<file path="src/rtl/mem8x8_pkg.sv">
// mem8x8_pkg: shared FSM encoding, default widths and rw encoding for the mem8x8 controller
package mem8x8_pkg;
  localparam int DEF_ADDR_W = 3;
  localparam int DEF_DATA_W = 8;
  localparam logic RW_WRITE = 1'b0;
  localparam logic RW_READ = 1'b1;
  typedef enum logic [2:0] {
    IDLE   = 3'd0,
    WRITE  = 3'd1,
    VERIFY = 3'd2,
    READ   = 3'd3,
    RESP   = 3'd4
  } state_t;
endpackage

</file>
<file path="src/rtl/mem8x8_ctrl_if.sv">
// mem8x8_ctrl_if: host-side request/response bus of the mem8x8 controller
interface mem8x8_ctrl_if #(
  parameter int ADDR_W = 3,
  parameter int DATA_W = 8
);
  logic              req_valid;
  logic              req_ready;
  logic              req_we;
  logic [ADDR_W-1:0] req_addr;
  logic [DATA_W-1:0] req_wdata;
  logic              rsp_valid;
  logic [DATA_W-1:0] rsp_rdata;
  logic              rsp_err;
  modport master (
    output req_valid, req_we, req_addr, req_wdata,
    input  req_ready, rsp_valid, rsp_rdata, rsp_err
  );
  modport slave (
    input  req_valid, req_we, req_addr, req_wdata,
    output req_ready, rsp_valid, rsp_rdata, rsp_err
  );
endinterface

</file>
<file path="src/rtl/mem_sel_decode.sv">
// mem_sel_decode: ADDR_W to 2**ADDR_W one-hot row decoder with enable
module mem_sel_decode #(
  parameter int ADDR_W = 3
) (
  input  logic                 i_en,
  input  logic [ADDR_W-1:0]    i_addr,
  output logic [2**ADDR_W-1:0] o_sel
);
  localparam int N = 2**ADDR_W;
  assign o_sel = i_en ? ({{(N-1){1'b0}}, 1'b1} << i_addr) : '0;
endmodule

</file>
<file path="src/rtl/mem8x8_ctrl.sv">
// mem8x8_ctrl: host request sequencer for the 8x8 byte-cell array.
// Optional write-verify readback is compiled in with MEM_CTRL_WRVERIFY_EN.
module mem8x8_ctrl
  import mem8x8_pkg::*;
#(
  parameter int ADDR_W    = DEF_ADDR_W,
  parameter int DATA_W    = DEF_DATA_W,
  parameter int WR_CYCLES = 1,
  parameter int RD_CYCLES = 1
) (
  input  logic                 clk,
  input  logic                 rst_n,
  mem8x8_ctrl_if.slave         bus,
  output logic [DATA_W-1:0]    o_mem_inp,
  output logic                 o_mem_rw,
  output logic [2**ADDR_W-1:0] o_mem_sel,
  input  logic [DATA_W-1:0]    i_mem_outp
);
  localparam int MAX_CYC = WR_CYCLES > RD_CYCLES ? WR_CYCLES : RD_CYCLES;
  localparam int CNT_W = $clog2(MAX_CYC) + 1;
  state_t                r_state;
  state_t                w_next;
  logic [CNT_W-1:0]      r_cnt;
  logic                  r_we;
  logic [ADDR_W-1:0]     r_addr;
  logic [DATA_W-1:0]     r_wdata;
  logic                  r_ready;
  logic                  r_rsp_valid;
  logic [DATA_W-1:0]     r_rdata;
  logic                  r_rw;
  logic [2**ADDR_W-1:0]  r_sel;
  logic [2**ADDR_W-1:0]  w_onehot;
  logic                  w_acc;
  logic                  w_last_wr;
  logic                  w_last_rd;
  logic                  w_sel_en;
  assign w_acc     = bus.req_valid && r_ready;
  assign w_last_wr = r_cnt == CNT_W'(WR_CYCLES - 1);
  assign w_last_rd = r_cnt == CNT_W'(RD_CYCLES - 1);
  assign w_sel_en  = r_state inside {WRITE, VERIFY, READ};
  mem_sel_decode #(.ADDR_W(ADDR_W)) u_dec (
    .i_en   (w_sel_en),
    .i_addr (r_addr),
    .o_sel  (w_onehot)
  );
  always_comb begin
    w_next = r_state;
    case (r_state)
      IDLE:   w_next = w_acc ? (bus.req_we ? WRITE : READ) : IDLE;
`ifdef MEM_CTRL_WRVERIFY_EN
      WRITE:  w_next = w_last_wr ? VERIFY : WRITE;
      VERIFY: w_next = w_last_rd ? RESP : VERIFY;
`else
      WRITE:  w_next = w_last_wr ? RESP : WRITE;
`endif
      READ:   w_next = w_last_rd ? RESP : READ;
      RESP:   w_next = IDLE;
      default: w_next = IDLE;
    endcase
  end
  // Array controls are registered from the current state, so they trail it by
  // one cycle; the last select cycle therefore coincides with RESP.
  always_ff @(posedge clk or negedge rst_n) begin
    if (!rst_n) begin
      r_state     <= IDLE;
      r_cnt       <= '0;
      r_we        <= 1'b0;
      r_addr      <= '0;
      r_wdata     <= '0;
      r_ready     <= 1'b1;
      r_rsp_valid <= 1'b0;
      r_rdata     <= '0;
      r_rw        <= RW_READ;
      r_sel       <= '0;
    end else begin
      r_state     <= w_next;
      r_cnt       <= (w_next == r_state) ? r_cnt + 1'b1 : '0;
      r_ready     <= w_next == IDLE;
      r_rsp_valid <= r_state == RESP;
      r_rw        <= (r_state == WRITE) ? RW_WRITE : RW_READ;
      r_sel       <= w_onehot;
      if (w_acc) begin
        r_we    <= bus.req_we;
        r_addr  <= bus.req_addr;
        r_wdata <= bus.req_wdata;
      end
      if (r_state == RESP && !r_we) r_rdata <= i_mem_outp;
    end
  end
`ifdef MEM_CTRL_WRVERIFY_EN
  logic r_err;
  always_ff @(posedge clk or negedge rst_n) begin
    if (!rst_n) r_err <= 1'b0;
    else if (r_state == RESP) r_err <= r_we && (i_mem_outp != r_wdata);
  end
  assign bus.rsp_err = r_err;
`else
  assign bus.rsp_err = 1'b0;
`endif
  assign bus.req_ready = r_ready;
  assign bus.rsp_valid = r_rsp_valid;
  assign bus.rsp_rdata = r_rdata;
  assign o_mem_inp     = r_wdata;
  assign o_mem_rw      = r_rw;
  assign o_mem_sel     = r_sel;
endmodule

</file>
<file path="src/flat_wrapper.sv">
// flat-port wrapper written by rule: the top's interface ports become plain ports
module mem8x8_ctrl_flat import mem8x8_pkg::*;
#(
  parameter int ADDR_W    = DEF_ADDR_W,
  parameter int DATA_W    = DEF_DATA_W,
  parameter int WR_CYCLES = 1,
  parameter int RD_CYCLES = 1
)
  (clk, rst_n, o_mem_inp, o_mem_rw, o_mem_sel, i_mem_outp, bus_req_valid, bus_req_we, bus_req_addr, bus_req_wdata, bus_req_ready, bus_rsp_valid, bus_rsp_rdata, bus_rsp_err);
  mem8x8_ctrl_if #(.ADDR_W(ADDR_W), .DATA_W(DATA_W)) bus_i ();
  input  logic clk;
  input  logic rst_n;
  output logic [DATA_W-1:0] o_mem_inp;
  output logic o_mem_rw;
  output logic [2**ADDR_W-1:0] o_mem_sel;
  input  logic [DATA_W-1:0] i_mem_outp;
  input wire logic [$bits(bus_i.req_valid)-1:0] bus_req_valid;
  input wire logic [$bits(bus_i.req_we)-1:0] bus_req_we;
  input wire logic [$bits(bus_i.req_addr)-1:0] bus_req_addr;
  input wire logic [$bits(bus_i.req_wdata)-1:0] bus_req_wdata;
  output wire logic [$bits(bus_i.req_ready)-1:0] bus_req_ready;
  output wire logic [$bits(bus_i.rsp_valid)-1:0] bus_rsp_valid;
  output wire logic [$bits(bus_i.rsp_rdata)-1:0] bus_rsp_rdata;
  output wire logic [$bits(bus_i.rsp_err)-1:0] bus_rsp_err;
  assign bus_i.req_valid = bus_req_valid;
  assign bus_i.req_we = bus_req_we;
  assign bus_i.req_addr = bus_req_addr;
  assign bus_i.req_wdata = bus_req_wdata;
  assign bus_req_ready = bus_i.req_ready;
  assign bus_rsp_valid = bus_i.rsp_valid;
  assign bus_rsp_rdata = bus_i.rsp_rdata;
  assign bus_rsp_err = bus_i.rsp_err;
  mem8x8_ctrl #(.ADDR_W(ADDR_W), .DATA_W(DATA_W), .WR_CYCLES(WR_CYCLES), .RD_CYCLES(RD_CYCLES)) u_core (.clk(clk), .rst_n(rst_n), .bus(bus_i), .o_mem_inp(o_mem_inp), .o_mem_rw(o_mem_rw), .o_mem_sel(o_mem_sel), .i_mem_outp(i_mem_outp));
endmodule
</file>
<file path="config.mk">
export PLATFORM = sky130hd
export DESIGN_NAME = mem8x8_ctrl_flat
export DESIGN_NICKNAME = d
export VERILOG_FILES = /design/src/rtl/mem8x8_pkg.sv /design/src/rtl/mem8x8_ctrl_if.sv /design/src/rtl/mem_sel_decode.sv /design/src/rtl/mem8x8_ctrl.sv /design/src/flat_wrapper.sv
export SDC_FILE = /design/constraint.sdc
export NUM_CORES = 1
export LEC_CHECK = 0
export CAP_MARGIN = 20
export CORE_AREA = 2 2 49 51
export CTS_CLUSTER_DIAMETER = 30
export DETAILED_ROUTE_END_ITERATION = 7
export DIE_AREA = 0 0 51 53
export DONT_BUFFER_PORTS = 1
export GPL_TIMING_DRIVEN = 0
export PLACE_DENSITY = 0.77
export SYNTH_ARGS = -nofsm -noshare
export SYNTH_HDL_FRONTEND = slang
export SYNTH_SLANG_ARGS = --single-unit
</file>
<file path="constraint.sdc">
create_clock -name clk -period 3.4 [get_ports clk]
set_clock_uncertainty 0.2 [all_clocks]
set_input_delay 0.68 -clock clk [delete_from_list [all_inputs] [get_ports clk]]
set_output_delay 0.68 -clock clk [all_outputs]
set_load 0.01 [all_outputs]
</file>
* Word-level counts from Yosys, hierarchy flattened
Cells that the tools add are included.
Cells by class: equality and inequality tests 5, shifts and indexed selects 1, add/sub/neg operators 1, mux-type cells 8, reductions and logical operators 6
Operators by type and width (number):
- $mux W3 | 3
- $pmux W3 S3 | 1
- $mux W8 | 1
- $shl A1 B3 Y8 const A | 1
- $eq A3 B2 Y1 const B | 2
- $logic_not A3 Y1 | 2
- $eq A3 B1 Y1 const B | 1
- $eq A3 B3 Y1 | 1
- $eq A3 B3 Y1 const B | 1
- $reduce_bool A3 Y1 | 1
- $logic_and A1 B1 Y1 | 2
- $mux W1 | 2
- $mux W2 | 1
- $add A1 B1 Y1 const B | 1
- $logic_not A1 Y1 | 1
Word-level totals: bits of input ports 23, logic and storage cells 31, output and inout port bits 28, register bits 35

* Logic depth before layout (Yosys ltp)
word-level depth 5, mapped depth 3, mapped depth without buffers 2

* Cells and area by module
Synthesis repeated with hierarchy kept, for this count alone.
Unflattened totals: cell total of the unflattened synthesis 83, area, all modules 1342.5 µm²
By module, submodules not included:
- mem8x8_ctrl | seq. area each 878.3 µm², instances 1, area an instance 1247.4 µm², cells each 75
- mem_sel_decode | seq. area each 0.0 µm², instances 1, area an instance 95.1 µm², cells each 8

* Least setup slack after synthesis
OpenSTA, ideal clock, no wires.
kind in2reg, start input port bus_req_valid, end register u_core.r_wdata[2], in the netlist u_core.o_mem_inp[2], setup slack 1.709 ns, arrival 1.366 ns, setup time 0.125 ns, data required time 3.075 ns, buffers on the path 1, cell stages on the path 3, path through nand2_1 -> buf_2 -> mux2_2
On the way: longest elaborated chain between the ends 1
Ends and longest elaborated chain:
- start: declaration | line flat_wrapper.sv:17 | input wire logic [$bits(bus_i.req_valid)-1:0] bus_req_valid;
- $logic_and A1 B1 Y1 | line mem8x8_ctrl.sv:37 | assign w_acc = bus.req_valid && r_ready;
- end signal: assignment | line mem8x8_ctrl.sv:85 | r_wdata <= bus.req_wdata;
- end: declaration | line mem8x8_ctrl.sv:26 | logic [DATA_W-1:0] r_wdata;
No other way between the ends. A chain may end at the register's enable or synchronous reset.

* Final worst setup path
start register u_core.r_ready, in the netlist u_core.bus.req_ready, end output port bus_req_ready
RTL lines:
- start: declaration | line mem8x8_ctrl.sv:27 | logic r_ready;
- start signal: assignment | line mem8x8_ctrl.sv:70 | r_ready <= 1'b1;
- start signal: assignment | line mem8x8_ctrl.sv:78 | r_ready <= w_next == IDLE;
- end: declaration | line flat_wrapper.sv:21 | output wire logic [$bits(bus_i.req_ready)-1:0] bus_req_ready;
No word-level cell between the ends.

==> results.md <==
* Relative slew slack at 64.9%
* Synth Instances at 87
* Post-CTS Setup Repair Bufs at 0
* Die Height at 53 µm
* Synth top area cells: dfrtp_1 (63%), mux2_2 (17%), dfstp_2 (4.0%), nor3_1 (2.3%), nor4b_4 (1.8%)
* Most common cell after layout, fill and taps aside: dfrtp_1
* Clk root buf: clkbuf_4
* First-pass GRT wire length at 3370 µm
* CTS resizes at 0
* LEAKAGE at 0.000649 µW
* Top Ports at 51
* R2R cell count at 3
* Pin count of the biggest net entering global routing at 36
* Most frequent cells in the layout: dfrtp_1 (33), mux2_2 (20), nor3_1 (6)
* Crit Path Class: flip-flop to primary output
* Die X at 51 µm
* Final period utilization at 53.1%
* Pwr dens at 967 nW/µm²
* CP required at 2.52 ns
* Met2 routed WL at 1000 µm
* Wire length on met1 at 838 µm
* Critical path depth in cells at 0
* Total gr overflow at 0
* Core area at 2150 µm²
* R2R Path Start: u_core.r_state[0]$_DFF_PN0_
* Met3 wire len at 200 µm
* Num rows at 17
* Status: finished clean
* Number of diodes at 0
* Top sig layer: met4
* Worst skew pair latency at 0.34 ns
* Syn Nets at 110
* RSZ-0062 raised after global routing: no
* Vias per cell at 5.73
* Dpl cells at 115
* Largest area contributor in the netlist: dfrtp_1
* Worst slew pin tran at 0.524 ns
* Initial drt markers at 5
* Routed Antenna Nets at 0
* Starting Density at 61.3%
* Max FO, Critical Path at 4
* CTS clk-pin slew, worst paths at 0.11 ns
* Routed length per placed instance at 16.7 µm
* Yosys cell types at 25
* Nets@finish at 119
* CTS Buffer Depth at 2
* CTS tree: yes
* DRC Markers at 0
* Fin cells at 125
* Seq/Total Area, Yosys at 66.7%
* Max Cap Viol at 0
* Setup slack at placement at 1.54 ns
* Clock sink count at 35
* H-tree levels at 2
* Final setup viols at 0
* Final Cell Area at 1490 µm²
* IR drop worst, VDD at 0.583 mV
* Post-synth top area share at 62.7%
* Hold Path Stages at 1
* Fillers at 148
* Initial antenna violation count at 0
* Crit. Startpoint: u_core.bus.req_ready$_DFF_PN1_
* Slew Limit Fails at 0
* Total GRT Usage at 18.1%
* HP Start: bus_req_we
* Syn_area_per_cell at 15.1 µm²
* WP data arrival at 0.93 ns
* Startpoint Class: flip-flop
* Layout cells sized above 1 at 37.1%
* Minimum clock period at 1.81 ns
* Setup TNS at 0 ns
* Area Growth Syn to Fin at 12.9%
* CP endpoint kind: primary output
* Worst setup margin at 1.59 ns
* Post-Syn Area at 1320 µm²
* Overall routed net length at 2090 µm
* Vias in the first global route at 743
* Port Buffer Count at 0
* TritonCTS buffer count at 5
* Number of synthesized register bits at 35
* DR pass1 iterations at 3
* Syn. warnings at 0
* Post-DP HPWL at 1460 µm
* FMAX at 0.554 GHz
* Final GP Congestion at 0.789
* Hold Crit Class: input port to flip-flop
* Pwr Total at 1440 µW
* DP Area at 1350 µm²
* Vias after detailed routing at 716
* Final hold vios at 0
* Die area at 2700 µm²
[kinds of logic after synthesis]
group / count (synthesis) / share of synthesized area, %
buf+inv: 5 / 2.37
compound gates: 4 / 1.99
other cells: 1 / 0.285
flops: 35 / 66.7
simple gates: 22 / 11.6
mux: 20 / 17.1
[state kept, by name, summed over array words and instances (netlist names)]
register,flops
u_core.r_addr,3
u_core.o_mem_sel,8
u_core.bus.req_ready,1
u_core.r_cnt,1
u_core.r_state,3
u_core.r_we,1
u_core.o_mem_inp,8
u_core.bus.rsp_valid,1
u_core.o_mem_rw,1
u_core.bus.rsp_rdata,8
[worst paths after layout]
check,slack [ns],end
min reg2reg,0.31,u_core.r_cnt$_DFF_PN0_
max,1.59,bus_req_ready
min in group asynchronous,0.57,u_core.bus.rsp_rdata[1]$_DFFE_PN0P_
max reg2reg,1.65,u_core.bus.rsp_rdata[3]$_DFFE_PN0P_
max in group asynchronous,2.18,u_core.o_mem_rw$_DFF_PN1_
min,0.23,u_core.r_state[1]$_DFF_PN0_
[stage by stage]
step | hold slack [ns] | utilization (%)
global placement | 0.185 | 63.0
floorplan | 0.184 | -
detailed placement | 0.185 | 63.0
CTS | 0.219 | 69.2
global route | 0.227 | 69.2
finish | 0.230 | 69.2
[cell usage after synthesis, drive strengths merged]
master,number
buf,3
nor4b,2
nor2,1
or2,1
nand2b,2
o21bai,1
a21oi,1
o41ai,1
nor3b,1
conb,1
nand4b,1
inv,2
dfrtp,33
mux2,20
nand2,3
nand4bb,1
nor4,2
dfstp,2
nand3b,1
and3b,1
nor3,6
o21ai,1
[metal layers]
layer | track usage (%) | vias up
met5 | 0 | -
met4 | 8.11 | 0
li1 | - | 325
met3 | 9.04 | 6
met1 | 19.8 | 346
met2 | 29.4 | 39
[where the power goes]
group / internal, µW / total [µW] / switching (µW)
Clock: 229 / 370 / 141
Combinational: 169 / 297 / 128
Sequential: 587 / 772 / 185
[repair_timing]
item / in CTS / in global routing
setup endpoints to repair: 0 / 0
hold buffers: 2 / 0
endpoints found under the hold margin: 35 / 0
[cell type report]
type                            count  area [µm²]  share of cell area [%]
Sequential cell                    35         878                    59.0
Multi-Input combinational cell     47         408                    27.4
Clock inverter                      3        67.6                    4.54
Clock buffer                        5        37.5                    2.52
Tap cell                           28        35.0                    2.35
Timing Repair Buffer                2        30.0                    2.02
Buffer                              3        23.8                    1.60
Inverter                            2        7.51                   0.505
(Power assumes the default switching activity.)
